[config.mk]
export PLATFORM = sky130hd
export DESIGN_NAME = mem_stage
export DESIGN_NICKNAME = d
export VERILOG_FILES = /design/src/rtl/mem_stage.sv
export SDC_FILE = /design/constraint.sdc
export NUM_CORES = 1
export LEC_CHECK = 0
export ABC_AREA = 0
export BUFFER_PORTS_ARGS = -buffer_cell sky130_fd_sc_hd__buf_2
export CORE_MARGIN = 2
export CORE_UTILIZATION = 27
export CTS_BUF_LIST = sky130_fd_sc_hd__clkbuf_4
export CTS_CLUSTER_DIAMETER = 200
export DETAILED_ROUTE_END_ITERATION = 7
export PLACE_DENSITY = 0.58
export SYNTH_ARGS = -nofsm -noshare
export SYNTH_HDL_FRONTEND = slang
export SYNTH_SLANG_ARGS = --single-unit
export TNS_END_PERCENT = 10
[constraint.sdc]
create_clock -name clock -period 1.7 [get_ports clock]
set_input_delay 0.17 -clock clock [delete_from_list [all_inputs] [get_ports clock]]
set_output_delay 0.17 -clock clock [all_outputs]
set_load 0.05 [all_outputs]
[src/rtl/mem_stage.sv]
// mem_stage: memory-access stage of the 16-bit pipelined CPU.
// Forwards ALU results to write-back and runs LOAD/STORE through a
// request/ready handshake with data memory, stalling upstream and
// bubbling downstream while an access is outstanding.
module mem_stage #(
    parameter int unsigned TIMEOUT = 15
) (
    input  logic        clock,
    input  logic        reset,
    input  logic        state,
    input  logic [15:0] mem_ir,
    input  logic [15:0] reg_C,
    input  logic [15:0] smdr,
    input  logic [15:0] dmem_rdata,
    input  logic        dmem_ready,
    output logic        dmem_req,
    output logic        dmem_we,
    output logic [15:0] dmem_addr,
    output logic [15:0] dmem_wdata,
    output logic [15:0] wb_ir,
    output logic [15:0] reg_C1,
    output logic        stall,
    output logic        mem_fault
);

    localparam int unsigned DW  = 16;
    localparam int unsigned OPW = 5;
    localparam int unsigned CW  = 4;

    // Opcodes shared with the rest of the pipeline.
    localparam logic [OPW-1:0] OP_LOAD  = 5'b00010;
    localparam logic [OPW-1:0] OP_STORE = 5'b00011;

    // CPU run state encoding for "executing".
    localparam logic EXEC = 1'b1;

    localparam logic [DW-1:0] NOP_IR   = 16'h0000;
    localparam logic [DW-1:0] LOAD_BAD = 16'hFFFF;
    localparam logic [CW-1:0] CNT_LAST = CW'(TIMEOUT - 1);

    typedef enum logic {
        IDLE   = 1'b0,
        ACCESS = 1'b1
    } fsm_t;

    fsm_t            fsm_q,   fsm_d;
    logic [CW-1:0]   cnt_q,   cnt_d;
    logic            req_d,   we_d,    fault_d;
    logic [DW-1:0]   addr_d,  wdata_d, wb_ir_d, reg_c1_d;

    logic [OPW-1:0]  opcode;
    logic            is_load;
    logic            is_store;
    logic            is_mem;
    logic            at_limit;

    // Opcode decode of the instruction currently in this stage.
    always_comb begin
        opcode   = mem_ir[15:11];
        is_load  = (opcode == OP_LOAD);
        is_store = (opcode == OP_STORE);
        is_mem   = is_load || is_store;
        at_limit = (cnt_q == CNT_LAST);
    end

    // Upstream hold: issuing cycle and every non-final wait cycle.
    always_comb begin
        stall = ((fsm_q == IDLE) && is_mem) ||
                ((fsm_q == ACCESS) && !dmem_ready && !at_limit);
    end

    // Next-state and next-output decode; everything holds by default.
    always_comb begin
        fsm_d    = fsm_q;
        cnt_d    = cnt_q;
        req_d    = dmem_req;
        we_d     = dmem_we;
        addr_d   = dmem_addr;
        wdata_d  = dmem_wdata;
        wb_ir_d  = wb_ir;
        reg_c1_d = reg_C1;
        fault_d  = mem_fault;

        unique case (fsm_q)
            IDLE: begin
                if (is_mem) begin
                    // Launch the access and send a bubble downstream.
                    req_d    = 1'b1;
                    we_d     = is_store;
                    addr_d   = reg_C;
                    wdata_d  = smdr;
                    wb_ir_d  = NOP_IR;
                    reg_c1_d = NOP_IR;
                    cnt_d    = '0;
                    fsm_d    = ACCESS;
                end else begin
                    wb_ir_d  = mem_ir;
                    reg_c1_d = reg_C;
                end
            end

            ACCESS: begin
                if (dmem_ready) begin
                    // Completion wins over a coincident timeout.
                    req_d    = 1'b0;
                    we_d     = 1'b0;
                    wb_ir_d  = mem_ir;
                    reg_c1_d = is_load ? dmem_rdata : reg_C;
                    fsm_d    = IDLE;
                end else if (at_limit) begin
                    // Give up on the access and flag it permanently.
                    req_d    = 1'b0;
                    fault_d  = 1'b1;
                    wb_ir_d  = mem_ir;
                    reg_c1_d = is_load ? LOAD_BAD : reg_C;
                    fsm_d    = IDLE;
                end else begin
                    cnt_d    = cnt_q + CW'(1);
                    wb_ir_d  = NOP_IR;
                end
            end

            default: begin
                fsm_d = IDLE;
            end
        endcase
    end

    // State and output registers; frozen outside exec, reset overrides.
    always_ff @(posedge clock) begin
        if (reset) begin
            fsm_q      <= IDLE;
            cnt_q      <= '0;
            dmem_req   <= 1'b0;
            dmem_we    <= 1'b0;
            dmem_addr  <= '0;
            dmem_wdata <= '0;
            wb_ir      <= '0;
            reg_C1     <= '0;
            mem_fault  <= 1'b0;
        end else if (state == EXEC) begin
            fsm_q      <= fsm_d;
            cnt_q      <= cnt_d;
            dmem_req   <= req_d;
            dmem_we    <= we_d;
            dmem_addr  <= addr_d;
            dmem_wdata <= wdata_d;
            wb_ir      <= wb_ir_d;
            reg_C1     <= reg_c1_d;
            mem_fault  <= fault_d;
        end
    end

endmodule

==> results of run 1 <==
[what timing repair did]
| item | in CTS | in global routing |
|---|---|---|
| pin swaps | 1 | 1 |
| hold endpoints to repair | 42 | 2 |
| hold buffers | 41 | 2 |
| setup endpoints to repair | 20 | 8 |
| gates cloned | 0 | 1 |
| resized for setup | 8 | 9 |
[cell type report]
type / count / share of cell area, %
clock buffer: 10 / 1.65
clock inverter: 6 / 2.04
inverter: 1 / 0.0826
multi-input combinational: 230 / 31.9
sequential: 72 / 31.8
tap: 136 / 3.75
timing repair buffer: 196 / 28.8
[placed cells by master (no fill, tap or decap), types with 6 or more instances in the layout]
cell and instances:
buf_2 134, dfxtp_1 71, nand2_1 70, dlygate4sd3_1 43, a21oi_1 36, nor2_1 25, nand2b_1 15, a22o_1 13
buf_4 13, nor3_1 10, a221oi_2 10, nor3_2 10, clkbuf_4 10, nor2b_1 6
[cells by family (layout without fill, tap and decap cells)]
kind of cell,count (synthesis),in the layout,share of synthesized area [%]
and+or+nand+nor,149,149,25.5
AOI/OAI and AO/OA,75,76,19.5
DFF,72,72,49.3
xor gates and xnor gates,3,3,0.900
adders and majority gates,2,2,0.856
buffers and inverters,25,213,3.90
[path summary, 6_finish.rpt]
| path | start | endpoint | slack (ps) | depth (start not counted) |
|---|---|---|---|---|
| setup / recovery | cnt_q[0]$_SDFFE_PP0P_ | stall | 60 | 5 |
| hold / removal | mem_ir[14] | wb_ir[14]$_SDFFE_PP0P_ | 30 | 3 |
| setup reg to reg | cnt_q[0]$_SDFFE_PP0P_ | cnt_q[1]$_SDFFE_PP0P_ | 100 | 7 |
| hold reg to reg | dmem_addr[2]$_SDFFE_PP0P_ | dmem_addr[2]$_SDFFE_PP0P_ | 460 | 2 |
[worst max-delay path: cells and delay by family (launching register included)]
| family | cells | cell delay [ps] |
|---|---|---|
| and+or+nand+nor | 1 | 200 |
| DFF | 1 | 350 |
| adders and majority gates | 1 | 160 |
| AOI/OAI and AO/OA | 1 | 110 |
| buffers and inverters | 2 | 220 |
[registers in the layout, indices dropped and copies added, names as in the netlist]
name / count
dmem_addr: 16
dmem_wdata: 16
reg_C1: 16
wb_ir: 16
cnt_q: 4
dmem_req: 1
dmem_we: 1
fsm_q: 1
mem_fault: 1
[stage by stage]
step	power [mW]	instances	util, %	instance area, µm²
after floorplan	2.21	326	-	2930
after global placement	2.42	591	37.1	3860
after detailed placement	2.43	591	37.1	3860
after CTS	3.79	648	42.9	4470
after global routing	3.93	651	43.6	4540
final	3.75	651	43.6	4540
[metal layers]
metal  wire [µm]  vias to the layer above  global-route usage [%]
met2        4700                       95                    26.9
met3         499                       19                    3.32
li1            -                     1499                       -
met5           0                        -                       0
met1        4020                     1408                    18.7
met4         218                        0                    6.87
[synth_stat cells (all sizes together)]
cell type  number
a2111oi         1
a211oi          2
a21boi          1
a21oi          36
a221oi         15
a22o           13
a22oi           1
a2bb2oi         1
a31oi           1
a32oi           1
and2            1
and3            3
buf             9
clkbuf         15
dfxtp          72
ha              2
inv             1
nand2          70
nand2b         16
nand3           2
nand4           2
nor2           25
nor2b           7
nor3           20
nor3b           1
nor4b           1
o21ai           1
o22ai           1
o31ai           1
or4b            1
xnor2           1
xor2            2
[power by group]
part	switching [mW]	total [mW]	internal, mW
Combinational	0.428	0.693	0.265
Sequential	0.0329	1.78	1.75
Clock	0.656	1.28	0.620
==> metrics.log, run 1 <==
[metrics] result of the run: completed
[metrics] summed instance area of the synthesized netlist: 2920 µm²
[metrics] total negative slack for setup checks: 0 ps
[metrics] Reg clk slew, reported paths: 120 ps
[metrics] Max Transition Viols Final: 0
[metrics] area inside the core boundary: 10400 µm²
[metrics] required time of the worst setup path: 1530 ps
[metrics] Top-Level Pins: 136
[metrics] unrepaired setup endpoints after global routing: true
[metrics] area share of the largest cell type after synthesis: 49.3%
[metrics] class of the most critical setup path: register to primary output
[metrics] Tcrit/Tclk final: 96.3%
[metrics] leading post-synthesis cells by cell area: dfxtp_1, nand2_1, a21oi_1
[metrics] post-CTS setup buffers: 0
[metrics] violation count after the first detailed-route iteration: 195
[metrics] Mapped Nets: 396
[metrics] Die Width: 108 µm
[metrics] maximum buffer depth of the clock tree: 2
[metrics] number of search-and-repair iterations in the first detailed-routing pass: 6
[metrics] Layout Nets: 580
[metrics] # clock sinks: 72
[metrics] series of cell instances along the critical path: inv_2 > ha_4 > and3_4 > o22ai_4 > buf_6
[metrics] final worst slack: 62.2 ps
[metrics] overflow left after global routing: 0
[metrics] register bit total from synthesis: 72
[metrics] Placement Setup Slack: -145 ps
[metrics] routed via count divided by cell count: 4.64
[metrics] drc violations: 0
[metrics] post-synthesis sequential area ratio: 49.3%
[metrics] max cap viols: 0
[metrics] slew of the pin with the lowest slew margin: 832 ps
[metrics] full die area: 11700 µm²
[metrics] biggest cell delay along the critical path: 350 ps
[metrics] TritonCTS clock tree: done
[metrics] final setup violating endpoints: 0
[metrics] Peak VDD IR: 357 µV
[metrics] port bufs: 135
[metrics] largest net degree at the start of global routing: 36
[metrics] HPWL Detailed: 6100 µm
[metrics] starting density of the core: 28.0%
[metrics] layout cells sized above 1: 39.6%
[metrics] CP endpoint kind: primary output
[metrics] Final Hold Vio Count: 0
[metrics] total number of H-tree levels: 3
[metrics] number of global-route vias before repair: 2992
[metrics] cell with the biggest individual delay on the critical path: dfxtp_2
[metrics] height of the die: 108 µm
[metrics] aggregate global-route resource usage: 15.6%
[metrics] antenna violations before repair: 0
[metrics] gate count of the mapped netlist: 326
[metrics] area occupied by multi-input gates: 1450 µm²
[metrics] row count: 37
[metrics] maximum fanout count along the critical path: 3
[metrics] drt total wl: 9440 µm
[metrics] total power per unit cell area: 826 nW/µm²
[metrics] clock latency on the worst-skew pair: 420 ps
[metrics] TritonCTS Buffers: 9
[metrics] CP Launch Type: register
[metrics] post-synth cell types: 36
[metrics] Filler cells: 995
[metrics] final clock skew: 22.4 ps
[metrics] via count: 3021
[metrics] yosys warns: 0
[metrics] sequential cell area: 1440 µm²
[metrics] average wire per standard cell: 14.5 µm
[metrics] Slew HR: 44.4%
[metrics] first-pass GRT wire length: 14300 µm
[metrics] Worst Path Arrival: 1470 ps
[metrics] number of inserted diodes: 0
[metrics] synthesized area divided by synthesized cell count: 8.96 µm²
[metrics] clock root cell: clkbuf_4
[metrics] Synth area leader: dfxtp_1
[metrics] Worst Hold Class: primary input to register
[metrics] P_leak: 1.99 nW
[metrics] Period minus WS final: 1640 ps
[metrics] post-synthesis to final-layout area growth: 55.5%
[metrics] Fmax: 611 MHz
[metrics] number of nets with antenna violations after routing: 0
[metrics] Final Wtd Congestion: 0.769
[metrics] Final Hold Slack: 26.0 ps
No activity file was read; power rests on OpenSTA's default activity.
==> run 2, diff against run 1 <==
==> config.mk (replaced) <==
export PLATFORM = sky130hd
export DESIGN_NAME = mem_stage
export DESIGN_NICKNAME = d
export VERILOG_FILES = /design/src/rtl/mem_stage.sv
export SDC_FILE = /design/constraint.sdc
export NUM_CORES = 1
export LEC_CHECK = 0
export ABC_AREA = 1
export BUFFER_PORTS_ARGS = -buffer_cell sky130_fd_sc_hd__buf_2
export CORE_MARGIN = 2
export CORE_UTILIZATION = 27
export CTS_BUF_LIST = sky130_fd_sc_hd__clkbuf_4
export CTS_CLUSTER_DIAMETER = 200
export DETAILED_ROUTE_END_ITERATION = 7
export PLACE_DENSITY = 0.57
export SYNTH_ARGS = -nofsm -noshare
export SYNTH_HDL_FRONTEND = slang
export SYNTH_SLANG_ARGS = --single-unit
export TNS_END_PERCENT = 1
==> metrics.log, run 2 <==
[metrics] biggest cell delay along the critical path: 530 ps
[metrics] series of cell instances along the critical path: dlygate4sd3_1 > buf_2 > nor2_4 > nand3_2 > nand2_4 > buf_8
[metrics] required time of the worst setup path: 1530 ps
[metrics] post-synth cell types: 27
[metrics] # clock sinks: 72
[metrics] port bufs: 135
[metrics] cell area after placement: 4140 µm²
[metrics] Max Transition Viols Final: 0
[metrics] TritonCTS clock tree: done
[metrics] Worst Path Arrival: 1450 ps
[metrics] cell with the biggest individual delay on the critical path: dlygate4sd3_1
[metrics] Peak VDD IR: 293 µV
[metrics] most common cell after layout, fill and taps aside: buf_2
[metrics] Die Width: 115 µm
[metrics] CP endpoint kind: primary output
[metrics] CP delay by family, top: buffers and inverters
[metrics] Placed Cells: 734
[metrics] violation count after the first detailed-route iteration: 172
[metrics] number of global-route vias before repair: 3564
[metrics] max cap viols: 0
[metrics] Fmax: 616 MHz
[metrics] setup slack on the worst flop-to-flop path: 170 ps
[metrics] Worst Hold Path Cells: 5
[metrics] met2 Use GR: 28.8%
[metrics] clock latency on the worst-skew pair: 440 ps
[metrics] slew of the pin with the lowest slew margin: 554 ps
[metrics] Filler cells: 1267
[metrics] Final Wtd Congestion: 0.765
[metrics] Tcrit/Tclk final: 95.5%
[metrics] P_leak: 2.32 nW
[metrics] post-layout instance count excluding filler cells: 799
[metrics] most used cells in the layout excluding fill and tap cells: buf_2, nand2_1, nand3_1
[metrics] final setup violating endpoints: 0
[metrics] routed via count divided by cell count: 4.63
[metrics] CP Launch Type: primary input
[metrics] maximum buffer depth of the clock tree: 2
[metrics] register bit total from synthesis: 72
[metrics] number of cells on the worst reg-to-reg path: 7
[metrics] total negative slack for setup checks: 0 ps
[metrics] maximum fanout count along the critical path: 4
[metrics] met1 track utilization from global routing: 21.0%
[metrics] Mapped Nets: 542
[metrics] final design area excluding fillers: 4780 µm²
[metrics] most numerous cell in the Yosys netlist: nand2_1
[metrics] yosys warns: 0
[metrics] post-synthesis sequential area ratio: 43.3%
[metrics] largest net degree at the start of global routing: 53
[metrics] Worst R2R Start: cnt_q[1]$_SDFFE_PP0P_
[metrics] leading post-synthesis cells by cell area: dfxtp_1, nand3_1, nand2_1
[metrics] EDFF count, synth: 0
[metrics] Final Hold Vio Count: 0
[metrics] Slew HR: 63.0%
[metrics] Top-Level Pins: 136
[metrics] aggregate global-route resource usage: 17.0%
[metrics] summed instance area of the synthesized netlist: 3330 µm²
[metrics] Synth area leader: dfxtp_1
[metrics] TritonCTS Buffers: 9
[metrics] global routing met3 resource utilization: 3.69%
[metrics] endpoint of the worst-slack reg-to-reg timing path: reg_C1[10]$_SDFFE_PP0P_
[metrics] height of the die: 115 µm
[metrics] Period minus WS final: 1620 ps
[metrics] starting density of the core: 27.7%
[metrics] number of nets with antenna violations after routing: 0
[metrics] Final Hold Slack: 125 ps
[metrics] Layout Nets: 718
[metrics] result of the run: completed
[metrics] Placement Setup Slack: 238 ps
[metrics] synthesized area divided by synthesized cell count: 7.06 µm²
[metrics] drt total wl: 11100 µm
[metrics] most instantiated cells after synthesis: nand2_1, nand3_1, dfxtp_1
[metrics] highest-utilization routing layer at the global route stage: met2
[metrics] total number of H-tree levels: 3
[metrics] async set or reset register ratio after synthesis: 0%
[metrics] Final Power: 3.59 mW
[metrics] sink of the worst hold path: reg_C1[0]$_SDFFE_PP0P_
[metrics] area share of the largest cell type after synthesis: 43.3%
[metrics] unrepaired setup endpoints after global routing: false
[metrics] total power per unit cell area: 751 nW/µm²
[metrics] gate count of the mapped netlist: 472
[metrics] HPWL Detailed: 7330 µm
[metrics] antenna violations before repair: 0
[metrics] average wire per standard cell: 13.9 µm
[metrics] most common flop cell mapped by yosys: dfxtp_1
[metrics] buffer and inverter count on the worst path: 3
[metrics] Worst Hold Class: primary input to register
[metrics] area inside the core boundary: 12000 µm²
[metrics] overflow left after global routing: 0
[metrics] Reg clk slew, reported paths: 130 ps
[metrics] post-synthesis to final-layout area growth: 43.3%
[metrics] via count: 3702
[metrics] drc violations: 0
[metrics] number of search-and-repair iterations in the first detailed-routing pass: 4
[metrics] final clock skew: 12.1 ps
[metrics] layout cells sized above 1: 27.6%
[metrics] launch point of the worst hold path: dmem_rdata[0]
[metrics] first-pass GRT wire length: 17400 µm
[metrics] class of the most critical setup path: primary input to primary output
[metrics] post-route core utilization: 39.8%
[metrics] final worst slack: 76.5 ps
[metrics] full die area: 13200 µm²
[metrics] clock root cell: clkbuf_4
[metrics] number of inserted diodes: 0
[metrics] row count: 40
-- run 2: worst reg2reg max path, stage by stage (launching register included) --
cell and delay (ps):
dfxtp_1 400, ha_2 200, nand3_2 90, buf_4 150, a21oi_4 140, buf_12 200
o21ai_0 120, a21oi_1 170
-- run 2: cell type report --
class | instances | area (µm²) | share of cell area [%]
Timing Repair Buffer | 198 | 1300 | 27.3
Tap cell | 147 | 184 | 3.85
Multi-Input combinational cell | 323 | 1560 | 32.6
Clock buffer | 9 | 67.6 | 1.41
Clock inverter | 6 | 51.3 | 1.07
Inverter | 44 | 168 | 3.51
Sequential cell | 72 | 1440 | 30.2
-- run 2: power breakdown --
group | switching [mW] | internal, mW | total (mW) | leakage (nW)
clock network | 0.614 | 0.422 | 1.04 | 0.0681
logic | 0.499 | 0.270 | 0.769 | 1.66
registers | 0.0319 | 1.75 | 1.78 | 0.588
total | 1.14 | 2.44 | 3.59 | 2.32
-- run 2: repair_timing --
item	4_1_cts	5_1_grt
resized for setup	4	3
setup buffers	2	0
hold buffers	48	0
endpoints found under the setup margin	1	1
hold endpoints to repair	48	0
pin swaps	1	0
-- run 2: per-layer routing --
metal	part of all wire, %	vias up
met5	0	-
met2	48	102
met1	46	1698
met3	4.2	15
met4	1.6	0
li1	-	1887
-- run 2: worst max path at each step --
stage / slack (ps) / depth (start not counted) / endpoint / from
6_report: 80 / 6 / stall / mem_ir[13]
5_1_grt: 6 / 6 / stall / mem_ir[14]
4_1_cts: 40 / 6 / stall / cnt_q[0]$_SDFFE_PP0P_
3_5_place_dp: 240 / 7 / reg_C1[10]$_SDFFE_PP0P_ / cnt_q[0]$_SDFFE_PP0P_
3_3_place_gp: 320 / 6 / stall / cnt_q[0]$_SDFFE_PP0P_
2_1_floorplan: 300 / 9 / wb_ir[10]$_SDFFE_PP0P_ / cnt_q[0]$_SDFFE_PP0P_
-- run 2: kinds of logic after synthesis --
kind of cell	count (synthesis)	synth area share, %
AND/OR/NAND/NOR	233	32.1
AO/OA/AOI/OAI	87	13.4
buffers and inverters	77	10.2
flip-flops	72	43.3
adder cells (fa/ha/maj)	2	0.751
XOR/XNOR	1	0.263
